File: src/rtl/instr_pkg.sv
// instr_pkg: shared instruction field widths, word layout and memory mode type.
package instr_pkg;
  localparam int OPC_W = 4;
  localparam int SEL_W = 2;
  localparam int OPND_W = 16;
  typedef struct packed {
    logic [OPC_W-1:0] opcode;
    logic [SEL_W-1:0] sel;
    logic [OPND_W-1:0] a;
    logic [OPND_W-1:0] b;
  } instr_t;
  localparam logic [OPC_W-1:0] OP_NOP = 4'b0000;
  localparam logic [OPC_W-1:0] OP_MOV = 4'b0001;
  typedef enum logic {LOAD, RUN} mode_t;
endpackage

File: src/rtl/instr_mem_array.sv
// instr_mem_array: unreset storage with one synchronous write port and one registered read port.
module instr_mem_array #(
  parameter int DATA_WIDTH = 38,
  parameter int DEPTH = 64,
  parameter int AW = $clog2(DEPTH)
) (
  input  logic                  clk,
  input  logic                  we,
  input  logic [AW-1:0]         waddr,
  input  logic [DATA_WIDTH-1:0] wdata,
  input  logic                  re,
  input  logic [AW-1:0]         raddr,
  output logic [DATA_WIDTH-1:0] rdata
);
  logic [DATA_WIDTH-1:0] mem [DEPTH];
  always_ff @(posedge clk) begin
    if (we) mem[waddr] <= wdata;
    if (re) rdata <= mem[raddr];
  end
endmodule

File: src/rtl/instr_mem.sv
// instr_mem: loadable instruction store with LOAD/RUN control, range-checked registered fetch.
module instr_mem
  import instr_pkg::*;
#(
  parameter int DATA_WIDTH = 38,
  parameter int ADDR_WIDTH = 12,
  parameter int DEPTH = 64,
  parameter logic [DATA_WIDTH-1:0] NOP_WORD = '0
) (
  input  logic                   clk,
  input  logic                   rst,
  input  logic                   load_start,
  input  logic                   load_valid,
  input  logic [DATA_WIDTH-1:0]  load_data,
  input  logic                   load_done,
  input  logic                   fetch_req,
  input  logic [ADDR_WIDTH-1:0]  fetch_addr,
  output logic [DATA_WIDTH-1:0]  instruction,
  output logic                   fetch_valid,
  output logic                   fetch_fault,
  output logic                   cpu_hold,
  output logic [$clog2(DEPTH):0] load_count,
  output logic                   load_overflow
);
  localparam int AW = $clog2(DEPTH);
  localparam int CW = AW + 1;
  mode_t state, next_state;
  logic use_nop, in_range, accept, room, write;
  logic [DATA_WIDTH-1:0] rdata;
  assign cpu_hold = state == LOAD;
  assign in_range = {1'b0, fetch_addr} < (ADDR_WIDTH+1)'(DEPTH);
  assign accept = state == RUN && fetch_req && !load_start;
  assign room = load_count < CW'(DEPTH);
  assign write = state == LOAD && !load_start && load_valid && room;
  // a faulted fetch never reads the array, so the NOP is selected at the output
  assign instruction = use_nop ? NOP_WORD : rdata;
  always_comb begin
    next_state = load_start ? LOAD : (state == LOAD && load_done) ? RUN : state;
  end
  always_ff @(posedge clk or posedge rst) begin
    if (rst) begin
      state <= LOAD;
      load_count <= '0;
      load_overflow <= 1'b0;
      fetch_valid <= 1'b0;
      fetch_fault <= 1'b0;
      use_nop <= 1'b1;
    end else begin
      state <= next_state;
      if (load_start) begin
        load_count <= '0;
        load_overflow <= 1'b0;
      end else if (state == LOAD && load_valid) begin
        if (room) load_count <= load_count + CW'(1);
        else load_overflow <= 1'b1;
      end
      fetch_valid <= accept;
      fetch_fault <= accept && !in_range;
      if (accept) use_nop <= !in_range;
    end
  end
  instr_mem_array #(.DATA_WIDTH(DATA_WIDTH), .DEPTH(DEPTH)) u_array (
    .clk(clk),
    .we(write),
    .waddr(load_count[AW-1:0]),
    .wdata(load_data),
    .re(accept && in_range),
    .raddr(fetch_addr[AW-1:0]),
    .rdata(rdata)
  );
endmodule

File: config.mk
export PLATFORM = sky130hd
export DESIGN_NAME = instr_mem
export DESIGN_NICKNAME = d
export VERILOG_FILES = /design/src/rtl/instr_pkg.sv /design/src/rtl/instr_mem_array.sv /design/src/rtl/instr_mem.sv
export SDC_FILE = /design/constraint.sdc
export NUM_CORES = 2
export LEC_CHECK = 0
export CAP_MARGIN = 40
export CORE_MARGIN = 5
export CORE_UTILIZATION = 49
export DETAILED_ROUTE_END_ITERATION = 16
export PLACE_DENSITY = 0.62
export SLEW_MARGIN = 10
export SYNTH_ARGS = -nofsm -noshare
export SYNTH_HDL_FRONTEND = slang
export SYNTH_HIERARCHICAL = 1
export SYNTH_SLANG_ARGS = --single-unit
File: constraint.sdc
create_clock -name clk -period 13.9 [get_ports clk]
set_input_delay 2.78 -clock clk [delete_from_list [all_inputs] [get_ports clk]]
set_output_delay 2.78 -clock clk [all_outputs]
set_load 0.02 [all_outputs]
==> summary.md <==
| Metric | Value |
|---|---|
| Netlist cell types | `43` |
| Adder-Cell Fraction of Synth Area | `0.000133` |
| Worst-Margin Slew | `978 ps` |
| DRC viols | `0` |
| TritonCTS clock tree | `done` |
| Highest ir drop seen on vdd | `0.115 mV` |
| Core area | `191000 sq um` |
| Post-DRT Antenna Nets | `0` |
| Initial antenna violation count | `18` |
| Reg2Reg Setup Slack | `9950 ps` |
| First-pass GRT wire length | `352000 microns` |
| Top Ports | `105` |
| Setup TNS | `0 ps` |
| CP required | `14430 ps` |
| Final cell count without fillers | `7153` |
| Hold Path Sink | `load_overflow$_DFFE_PP0P_` |
| Initial cell density of the core | `0.494` |
| Final hold vios | `0` |
| Post-synthesis net count | `4141` |
| Synth area leaders | `edfxtp_1, mux4_2, a22oi_1` |
| Number of synthesized flops with an enable pin | `2470` |
| Post-Synth XOR/XNOR Area | `0.000186` |
| Pin count of the biggest net entering global routing | `106` |
| Sequential-to-total area share from yosys stat | `0.791` |
| Vias in the first global route | `46100` |
| Area Growth Syn to Fin | `14.9%` |
| Type of origin of the critical path | `input port` |
| Cell count after placement | `6694` |
| Setup bufs post-CTS | `0` |
| Status | `finished, final reports clean` |
| # hold bufs at CTS | `0` |
| Clk sink count | `2482` |
| Worst r2r src | `load_count[6]$_DFFE_PP0P_` |
| H-tree depth | `4` |
| Max clock buf depth | `3` |
| Vias/cell | `6.42` |
| Die Area | `201000 sq um` |
| Die height | `448 microns` |
| Area share of the largest cell type after synthesis | `0.788` |
| Simple-Gate Fraction of Synth Area | `0.0161` |
| Hold path start | `load_overflow$_DFFE_PP0P_` |
| WL final | `252000 microns` |
| Cell Pwr Density | `140 nW/um^2` |
| Global-route usage over all layers | `0.252` |
| Final Wtd Congestion | `0.777` |
| Highest clock rate | `166 MHz` |
| Reg2reg end | `u_array/mem[38][10]$_DFFE_PP_` |
| CP max-delay cell | `buf_12` |
| Ys flop type | `edfxtp_1` |
| Compound-cell area share of the yosys netlist | `0.0250` |
| Mapped cell area | `94100 sq um` |
| Worst path cell trace | `buf_8 -> buf_12 -> buf_12 -> mux4_2 -> o221ai_1 -> a21oi_1 -> a21oi_1 -> nor2_1` |
| Row cnt | `160` |
| Nets | `4485` |
| Maxcap violations | `0` |
| Clk Latency, worst-skew pair | `840 ps` |
| Async SR Flop Fraction | `0.00483` |
| HPWL after DPL | `140000 microns` |
| Most frequent cell after synthesis | `edfxtp_1` |
| Worst EP arrival | `6560 ps` |
| Slew HR | `0.348` |
| Crit path capture type | `register` |
| Port buffer count | `104` |
| Leakage power | `0.0337 uW` |
| RSZ-0062 raised after global routing | `false` |
| Syn avg cell area | `23.1 sq um` |
| Top cells by count, synth | `edfxtp_1, mux4_2, nor2_1` |
| Setup violators final | `0` |
| Fin crit period | `6030 ps` |
| Slowest stage delay, CP | `650 ps` |
| Post-synthesis mux area share | `0.155` |
| YS warnings | `6` |
| Drt pass-1 iters | `5` |
| Routed len/inst | `35.2 microns` |
| Post-synthesis register bit count | `2482` |
| Final Max Slew Viols | `0` |
| Worst Path Max Fanout | `103` |
| Clock transition at path regs | `60 ps` |
| # resized after CTS | `0` |
| Final cell utilization of the core | `0.568` |
| Crit Path Class | `input port to register` |
| Cell taking the most area after synthesis | `edfxtp_1` |
| CTS buffer count | `237` |
| Share of cells above drive strength 1 | `0.282` |
| Hold path cells | `2` |
| Largest family of logic cells by synthesized area | `multiplexers` |
| Tcrit/Tclk final | `0.434` |
| R2R cell count | `6` |
| Initial drt markers | `5912` |
| Synth Instances | `4084` |
| Tightest Hold Check Type | `register to register` |
| Vias post-DR | `45900` |
| Root buffer cell | `clkbuf_16` |
| Die Wd | `448 microns` |
| Global route overflow | `0` |
| Worst Skew | `31.9 ps` |
==> worst max path at each step <==
stage | startpoint | to | slack, ps | depth (start not counted)
5_1_grt | fetch_addr[0] | u_array/rdata[6]$_DFFE_PP_ | 7620 | 8
4_1_cts | fetch_addr[0] | u_array/rdata[6]$_DFFE_PP_ | 7680 | 8
3_5_place_dp | fetch_addr[0] | u_array/rdata[6]$_DFFE_PP_ | 6760 | 8
3_3_place_gp | fetch_addr[0] | u_array/rdata[14]$_DFFE_PP_ | 6520 | 8
6_report | fetch_addr[0] | u_array/rdata[6]$_DFFE_PP_ | 7870 | 8
2_1_floorplan | load_valid | u_array/mem[49][0]$_DFFE_PP_ | 7170 | 4
==> metrics by stage <==
stage | area [sq um] | setup slack (ps) | power (uW) | hold slack [ps]
2_1_floorplan | 94100 | 7170 | 8790 | 594
3_3_place_gp | 98600 | 6520 | 9090 | 495
3_5_place_dp | 101000 | 6760 | 9120 | 495
4_1_cts | 108000 | 7680 | 15300 | 515
5_1_grt | 108000 | 7620 | 15600 | 579
6_report | 108000 | 7870 | 15200 | 509
==> kinds of logic (layout without fill, tap and decap cells) <==
group	Yosys count	count (layout)
xor+xnor	2	2
simple gates	324	324
flops	2482	2482
other cells	0	18
compound gates	349	349
fa+ha+maj	1	1
mux	698	698
buf+inv	228	768
==> power breakdown <==
group,total (uW),internal (uW),leakage (uW),switching [uW]
combinational,714,266,0.00774,448
clock,6220,3490,0.00363,2730
sequential,8250,8240,0.0224,5.10
total,15200,12000,0.0337,3180
==> layout make-up <==
| type | instances | area, sq um |
|---|---|---|
| repair buffers | 329 | 4060 |
| diodes | 18 | 45.0 |
| clock buffers | 282 | 6140 |
| well taps | 2511 | 3140 |
| clock inverters | 153 | 1290 |
| multi-input cells | 1374 | 19000 |
| fillers | 13800 | 82400 |
| flip-flops and latches | 2482 | 74500 |
| inverters | 4 | 15.0 |
==> metal layers <==
metal / routed length [microns] / GRT usage / up-vias / share of wire
met5: 65 / 0 / - / 0.00026
met4: 8740 / 0.0807 / 10 / 0.035
met3: 23800 / 0.0495 / 389 / 0.095
met2: 121000 / 0.399 / 2458 / 0.48
met1: 98700 / 0.360 / 24800 / 0.39
li1: - / - / 18200 / -
==> worst max-delay path: cells and delay by family <==
kind | cells | cell delay [ps]
AOI/OAI and AO/OA | 3 | 900
buffers and inverters | 3 | 1810
muxes | 1 | 600
and+or+nand+nor | 1 | 200
==> sequential cells by signal (all words and copies together), names as in the netlist <==
register,flops
u_array/mem,2432
u_array/rdata,38
load_count,7
fetch_fault,1
fetch_valid,1
load_overflow,1
state,1
use_nop,1
==> placed cells by master, fill, tap and decap left out, types with 64 or more instances in the layout <==
master,synthesis,final
nand2_1,76,75
clkbuf_16,0,239
mux2i_1,64,64
o22ai_1,100,100
edfxtp_1,2470,2470
buf_4,19,134
a21oi_1,74,73
clkinv_1,0,70
nor2_1,139,76
a22oi_1,138,138
mux4_2,608,608
Note: power is estimated with default switching activity, not from simulation.
